**config.mk**
```make
export PLATFORM = sky130hd
export DESIGN_NAME = rf_writeback_queue
export DESIGN_NICKNAME = d
export VERILOG_FILES = /design/src/rtl/rf_pkg.sv /design/src/rtl/wb_fwd_mux.sv /design/src/rtl/rf_writeback_queue.sv
export SDC_FILE = /design/constraint.sdc
export NUM_CORES = 1
export LEC_CHECK = 0
export ABC_AREA = 1
export BUFFER_PORTS_ARGS = -buffer_cell sky130_fd_sc_hd__buf_2
export CORE_ASPECT_RATIO = 1.75
export CORE_UTILIZATION = 62
export CTS_CLUSTER_SIZE = 25
export DETAILED_ROUTE_END_ITERATION = 12
export MAX_ROUTING_LAYER = met4
export PLACE_DENSITY = 0.85
export SLEW_MARGIN = 20
export SYNTH_ARGS = -nofsm -noshare
export SYNTH_HDL_FRONTEND = slang
export SYNTH_HIERARCHICAL = 1
export SYNTH_SLANG_ARGS = --single-unit
```
**constraint.sdc**
```tcl
create_clock -name clock -period 4.3 [get_ports clock]
set_input_delay 0.43 -clock clock [delete_from_list [all_inputs] [get_ports clock]]
set_output_delay 0.43 -clock clock [all_outputs]
set_load 0.02 [all_outputs]
```
**src/rtl/rf_pkg.sv**
```systemverilog
// Types and default sizes shared by the writeback queue and the architectural register file.
package rf_pkg;

  localparam int unsigned DefEntries     = 4;
  localparam int unsigned DefDataBusSize = 8;

  typedef logic [$clog2(DefEntries)-1:0] reg_addr_t;
  typedef logic [DefDataBusSize-1:0]     reg_data_t;

  typedef struct packed {
    reg_addr_t dst;
    reg_data_t data;
  } wb_entry_t;

endpackage

```
**src/rtl/wb_fwd_mux.sv**
```systemverilog
// Youngest-match forwarding selector for one read port; entries arrive ordered oldest first.
module wb_fwd_mux #(
  parameter int unsigned addr_width = 2,
  parameter int unsigned data_width = 8,
  parameter int unsigned depth      = 4
) (
  input  logic [addr_width-1:0] src,
  input  logic [data_width-1:0] rf_data,
  input  logic [addr_width-1:0] entry_dst  [depth],
  input  logic [data_width-1:0] entry_data [depth],
  input  logic [depth-1:0]      entry_valid,
  output logic [data_width-1:0] operand,
  output logic                  hit
);

  // Later (younger) matches override earlier ones.
  always_comb begin
    operand = rf_data;
    hit     = 1'b0;
    for (int k = 0; k < int'(depth); k++) begin
      if (entry_valid[k] && (entry_dst[k] == src)) begin
        operand = entry_data[k];
        hit     = 1'b1;
      end
    end
  end

endmodule

```
**src/rtl/rf_writeback_queue.sv**
```systemverilog
// In-order writeback buffer: retires one result per cycle into the register file and
// forwards queued, not-yet-written results to the read operands.
module rf_writeback_queue
  import rf_pkg::*;
#(
  parameter int unsigned entries       = DefEntries,
  parameter int unsigned data_bus_size = DefDataBusSize,
  parameter int unsigned read_ports    = 2,
  parameter int unsigned depth         = 4
) (
  input  logic                        clock,
  input  logic                        reset,
  input  logic                        res_valid,
  input  logic [$clog2(entries)-1:0]  res_dst,
  input  logic [data_bus_size-1:0]    res_data,
  output logic                        res_ready,
  input  logic                        wb_hold,
  output logic [$clog2(entries)-1:0]  rf_dst     [1],
  output logic [data_bus_size-1:0]    rf_datain  [1],
  output logic                        rf_wr_en   [1],
  input  logic [$clog2(entries)-1:0]  rd_src     [read_ports],
  input  logic [data_bus_size-1:0]    rf_dataout [read_ports],
  output logic [data_bus_size-1:0]    operand    [read_ports],
  output logic                        fwd_hit    [read_ports],
  output logic [$clog2(depth):0]      occupancy
);

  localparam int unsigned AW = $clog2(entries);
  localparam int unsigned PW = $clog2(depth);
  localparam int unsigned CW = PW + 1;

  logic [AW-1:0]            dst_mem  [depth];
  logic [data_bus_size-1:0] data_mem [depth];
  logic [PW-1:0]            wr_ptr_q, rd_ptr_q;
  logic [CW-1:0]            count_q, count_d;
  logic                     push, pop;

  assign res_ready = (count_q != CW'(depth));
  assign push      = res_valid && res_ready;
  assign pop       = (count_q != '0) && !wb_hold;
  assign occupancy = count_q;

  always_comb begin
    count_d = count_q;
    if (push && !pop) begin
      count_d = count_q + 1'b1;
    end else if (!push && pop) begin
      count_d = count_q - 1'b1;
    end
  end

  // Validity is implied by count; clearing the pointers and count discards every entry.
  always_ff @(posedge clock or posedge reset) begin
    if (reset) begin
      wr_ptr_q <= '0;
      rd_ptr_q <= '0;
      count_q  <= '0;
    end else begin
      if (push) wr_ptr_q <= wr_ptr_q + 1'b1;
      if (pop)  rd_ptr_q <= rd_ptr_q + 1'b1;
      count_q <= count_d;
    end
  end

  always_ff @(posedge clock) begin
    if (push) begin
      dst_mem[wr_ptr_q]  <= res_dst;
      data_mem[wr_ptr_q] <= res_data;
    end
  end

  always_comb begin
    rf_wr_en[0]  = pop;
    rf_dst[0]    = pop ? dst_mem[rd_ptr_q] : '0;
    rf_datain[0] = pop ? data_mem[rd_ptr_q] : '0;
  end

  // Queue contents rotated into age order (index 0 = head) for the forwarding muxes.
  logic [AW-1:0]            age_dst   [depth];
  logic [data_bus_size-1:0] age_data  [depth];
  logic [depth-1:0]         age_valid;

  always_comb begin
    for (int k = 0; k < int'(depth); k++) begin
      age_dst[k]   = dst_mem[rd_ptr_q + PW'(k)];
      age_data[k]  = data_mem[rd_ptr_q + PW'(k)];
      age_valid[k] = CW'(k) < count_q;
    end
  end

  for (genvar i = 0; i < int'(read_ports); i++) begin : g_fwd
    wb_fwd_mux #(
      .addr_width (AW),
      .data_width (data_bus_size),
      .depth      (depth)
    ) u_fwd_mux (
      .src         (rd_src[i]),
      .rf_data     (rf_dataout[i]),
      .entry_dst   (age_dst),
      .entry_data  (age_data),
      .entry_valid (age_valid),
      .operand     (operand[i]),
      .hit         (fwd_hit[i])
    );
  end

endmodule

```
==> results.toml, run 1 <==
[outcome]
status = "finished clean"

[cells_and_area]
multi_input_area_mm2 = 0.00220
n_antenna_cell = 0
fin_nets = 737
fin_area_mm2 = 0.00461
layout-drive-gt1-share = 0.137
final-seq-area_mm2 = 0.00138
syn2layout_area_growth_pct = 9.81
nFillCells = 568

[clocking]
ctsHoldBuffers = 0
cts_tree = "yes"
clock_sinks = 47
post_cts_buffers = 0
cts_resized = 0
cts_buffer_depth = 2
htreeDepth = 2
root_buffer = "clkbuf_16"
clk_pin_slew_worst_paths_ps = 60
clk_latency_ps = 290
numCtsBuffers = 5

[setup_path]
worstReg2RegEnd = "occupancy[2]$_DFFE_PP0P_"
slowest_delay_ps = 530
endpoint = "operand[13]"
cp_top_family = "simple AND/OR/NAND/NOR gates"
reg2regPathDepth = 9
cp_common_cell = "nand2_1"
path_cells = "xnor2_4, inv_2, nand2_1, nand2_1, inv_1, nand2_1, nand3_1, or2_1, clkinv_1, nand2_1, nand3_1, buf_2"
path_depth = 12
path_class = "register to primary output"
r2r_slack_ps = 2000
cp_max_fo = 22
r2r-start = "occupancy[1]$_DFFE_PP0P_"
endpoint_kind = "primary output"
crit_path_start = "rd_ptr_q[1]$_DFFE_PP0P_"
cp-start-kind = "register"
path_buf_inv = 4
slowest_stage = "xnor2_4"
required_ps = 3870
crit_arrival_ps = 3140

[synth]
syn_nets = 690
yosysWarnings = 6
yosysTopAreaCellShare = 0.286
async_flop_share = 0.149
synth_edf_count = 40
synth_common_cells = "nand2_1 (265), inv_1 (95), nand3_1 (81)"
yosysUniqueCellTypes = 31
ys_seq_elements = 47
yosysMostFrequentCell = "nand2_1"
netlist_top_cells_area = "edfxtp_1 (29%), nand2_1 (24%), nand3_1 (9.7%)"
syn_area_per_cell_um2 = 6.48
postSynthCellCount = 647
synth-main-ff-cell = "edfxtp_1"
syn_area_mm2 = 0.00420
synth_top_cell_by_area = "edfxtp_1"
ys_seq_area_frac = 0.328

[sta]
period_minus_slack_ps = 3570
setup_tns_ps = 0
worstMarginPinSlew_ps = 989
rsz0062_at_grt = "no"
slew_headroom = 0.338
maxSlewViolCount = 0
hold_viol = 0
fmax_ghz = 0.280
skew_ps = 4.85
fin_crit_sh = 0.830
setup_violations = 0

[drt]
viasPerCell = 5.21
vias = 4050
ant_nets = 0
wl_um = 9720
drc_errors = 0
dr.pass1.iters = 5
drt-initial-drc-count = 380
post_drt_wl_per_cell_um = 12.5

[placed_design]
routabilityCongestion = 0.868
placed_area_mm2 = 0.00442
dp_hpwl_um = 7590
portBuffers = 66

[floorplan]
die_y_um = 111
die-area_mm2 = 0.00711
coreArea_mm2 = 0.00654
rows = 39
initial_utilization = 0.642
die_w_um = 64.2
io_pins = 67

[hold_path]
hp-class = "input pin to async pin"

[grt]
met2_usage = 0.499
antenna_found_initial = 0
met3_usage = 0.0267
grt-busiest-layer = "met2"
grt_max_degree = 42
grt_util_met1 = 0.357
grt_overflow = 0
grt_pass1_vias = 3693
grt_pass1_wl_um = 16400
grtUsageTotal = 0.298

[flow_run]
maxCapViolCount = 0
-- sequential cells by signal, summed over array words and instances (netlist names) --
signal,cells
occupancy,3
data_mem,32
dst_mem,8
wr_ptr_q,2
rd_ptr_q,2
-- kinds of logic (layout without fill, tap and decap cells) --
logic type | after synthesis | after routing | synth area share
compound gates | 45 | 45 | 0.0671
xor+xnor | 11 | 11 | 0.0310
fa+ha+maj | 9 | 9 | 0.0268
buf+inv | 131 | 179 | 0.146
flops | 47 | 47 | 0.328
simple gates | 404 | 404 | 0.401
-- final cells by class --
cell class,count,share of cell area
clock buffers,6,0.0280
multi-input cells,469,0.479
flip-flops and latches,47,0.299
inverters,103,0.0845
repair buffers,68,0.0750
clock inverters,2,0.0130
well taps,82,0.0223
-- layout by cell type (no fill, tap or decap), drive strengths merged, types with 9 or more instances in the layout --
| cell type | instances |
|---|---|
| a21oi | 14 |
| buf | 68 |
| edfxtp | 40 |
| ha | 9 |
| inv | 101 |
| nand2 | 269 |
| nand3 | 83 |
| nor2 | 44 |
| o21a | 9 |
| o21ai | 19 |
-- stage by stage --
| step | std cells | utilization | hold slack [ps] | setup slack [ps] |
|---|---|---|---|---|
| 3_5_place_dp | 769 | 0.676 | 376 | 1130 |
| 2_1_floorplan | 647 | - | 233 | 1860 |
| 4_1_cts | 777 | 0.705 | 73.2 | 830 |
| 5_1_grt | 777 | 0.705 | 96.6 | 360 |
| 6_report | 777 | 0.705 | 65.1 | 733 |
| 3_3_place_gp | 769 | 0.676 | 372 | 1200 |
-- how the worst min path moves through the flow --
| stage | startpoint | endpoint | slack, ps |
|---|---|---|---|
| final | reset | rd_ptr_q[1]$_DFFE_PP0P_ | 70 |
| after global routing | reset | rd_ptr_q[1]$_DFFE_PP0P_ | 100 |
| after CTS | reset | rd_ptr_q[1]$_DFFE_PP0P_ | 70 |
| after detailed placement | reset | wr_ptr_q[1]$_DFFE_PP0P_ | 380 |
| after global placement | reset | wr_ptr_q[1]$_DFFE_PP0P_ | 370 |
| after floorplan | reset | occupancy[0]$_DFFE_PP0P_ | 230 |
-- metal layers --
layer  routed length, um  up-vias
met5                   0        -
met4                 341        0
met3                 582       32
met2                4810      192
met1                3990     1731
li1                    -     2095
Power of run 1 is not shown: default switching activity piles up to over one toggle a cycle in this logic, so the estimate is an artifact.
==> run 2, diff against run 1 <==
- CORE_UTILIZATION: 62 -> 58
- PLACE_DENSITY: 0.85 -> 0.8
- clock period: 4.3 -> 3.66 ns (I/O delays scaled with it)
==> results.toml, run 2 (synthesis results as in run 1) <==
[outcome]
status = "finished clean"

[floorplan]
initial_utilization = 0.607
rows = 40
die_w_um = 66.3
die-area_mm2 = 0.00759
coreArea_mm2 = 0.00691
io_pins = 67
die_y_um = 115

[drt]
wl_um = 9940
drc_errors = 0
vias = 4033
viasPerCell = 5.18
dr.pass1.iters = 5
ant_nets = 0
post_drt_wl_per_cell_um = 12.8
drt-initial-drc-count = 272

[cells_and_area]
syn2layout_area_growth_pct = 10.1
layout-drive-gt1-share = 0.142
fin_nets = 737
final_common_cell = "nand2_1"
n_antenna_cell = 0
largest_reg_flops = 32
top_register = "data_mem"
layout_common_cells = "nand2_1 (265), inv_1 (95), nand3_1 (79), buf_2 (66), nor2_1 (42)"

[clocking]
clk_pin_slew_worst_paths_ps = 60
numCtsBuffers = 5
post_cts_buffers = 0
cts_tree = "yes"
clk_latency_ps = 290
root_buffer = "clkbuf_16"
cts_buffer_depth = 2
clock_sinks = 47
htreeDepth = 2

[sta]
skew_ps = 7.69
setup_violations = 0
period_minus_slack_ps = 3360
hold_viol = 0
fmax_ghz = 0.298
slew_headroom = 0.325
setup_tns_ps = 0
worstMarginPinSlew_ps = 1010
fin_crit_sh = 0.917
maxSlewViolCount = 0
rsz0062_at_grt = "no"

[setup_path]
crit_path_start = "rd_ptr_q[0]$_DFFE_PP0P_"
r2r-start = "occupancy[0]$_DFFE_PP0P_"
path_class = "register to primary output"
r2r_slack_ps = 1440
required_ps = 3290
endpoint_kind = "primary output"
crit_arrival_ps = 2990
worstReg2RegEnd = "occupancy[2]$_DFFE_PP0P_"
endpoint = "operand[2]"
reg2regPathDepth = 9
cp-start-kind = "register"
cp_max_fo = 22

[grt]
met2_usage = 0.503
grt_max_degree = 42
met3_usage = 0.0369
antenna_found_initial = 0
grt_util_met1 = 0.349
grtUsageTotal = 0.294
grt_pass1_wl_um = 16700
grt_pass1_vias = 3635
grt-busiest-layer = "met2"
grt_overflow = 0

[flow_run]
maxCapViolCount = 0

[placed_design]
portBuffers = 66
routabilityCongestion = 0.878
dp_hpwl_um = 7920

[hold_path]
hp-class = "input pin to async pin"
[run 2: cell counts in the layout (fill, tap and decap cells not counted)]
No cell type changed its count.
[run 2: layout make-up]
type / count / area [um^2]
multi-input cells: 469 / 2210
repair buffers: 68 / 345
inverters: 103 / 389
well taps: 84 / 105
fillers: 616 / 2290
clock buffers: 6 / 129
flip-flops and latches: 47 / 1380
clock inverters: 2 / 60.1
[run 2: worst max-delay path, stage by stage (launching register included)]
cell and delay (ps):
dfrtp_1 530, xnor2_4 530, inv_2 260, nand2_1 110, nand2_1 100, nand2_1 100
nand3_1 70, or2_2 430, o21ai_0 140, inv_1 70, a21oi_1 160, buf_2 190
[run 2: repair_timing]
item                                    4_1_cts  5_1_grt
endpoints found under the setup margin        0       12
gates resized for setup                       0        4
hold buffers                                  0        0
[run 2: worst min path at each step]
stage	startpoint	endpoint	slack [ps]	cells after the start
2_1_floorplan	reset	occupancy[0]$_DFFE_PP0P_	170	1
3_3_place_gp	reset	wr_ptr_q[1]$_DFFE_PP0P_	320	2
3_5_place_dp	reset	wr_ptr_q[0]$_DFFE_PP0P_	330	2
4_1_cts	reset	rd_ptr_q[0]$_DFFE_PP0P_	20	2
5_1_grt	reset	rd_ptr_q[0]$_DFFE_PP0P_	40	2
6_report	reset	rd_ptr_q[0]$_DFFE_PP0P_	7	2
[run 2: through the flow]
stage / utilization / worst slack, ps / area [um^2] / hold slack [ps] / cells
after floorplan: - / 1290 / 4200 / 169 / 647
after global placement: 0.640 / 569 / 4420 / 319 / 771
after detailed placement: 0.640 / 550 / 4420 / 325 / 771
after CTS: 0.667 / 219 / 4610 / 19.5 / 779
after global routing: 0.669 / 35.4 / 4620 / 39.6 / 779
final: 0.669 / 304 / 4620 / 6.65 / 779
[run 2: per-layer routing]
layer | vias up | wire, um
met1 | 1783 | 4190
met4 | 0 | 198
met5 | - | 0
met2 | 141 | 5160
li1 | 2091 | -
met3 | 18 | 395
Power of run 2 is left out for the same reason.
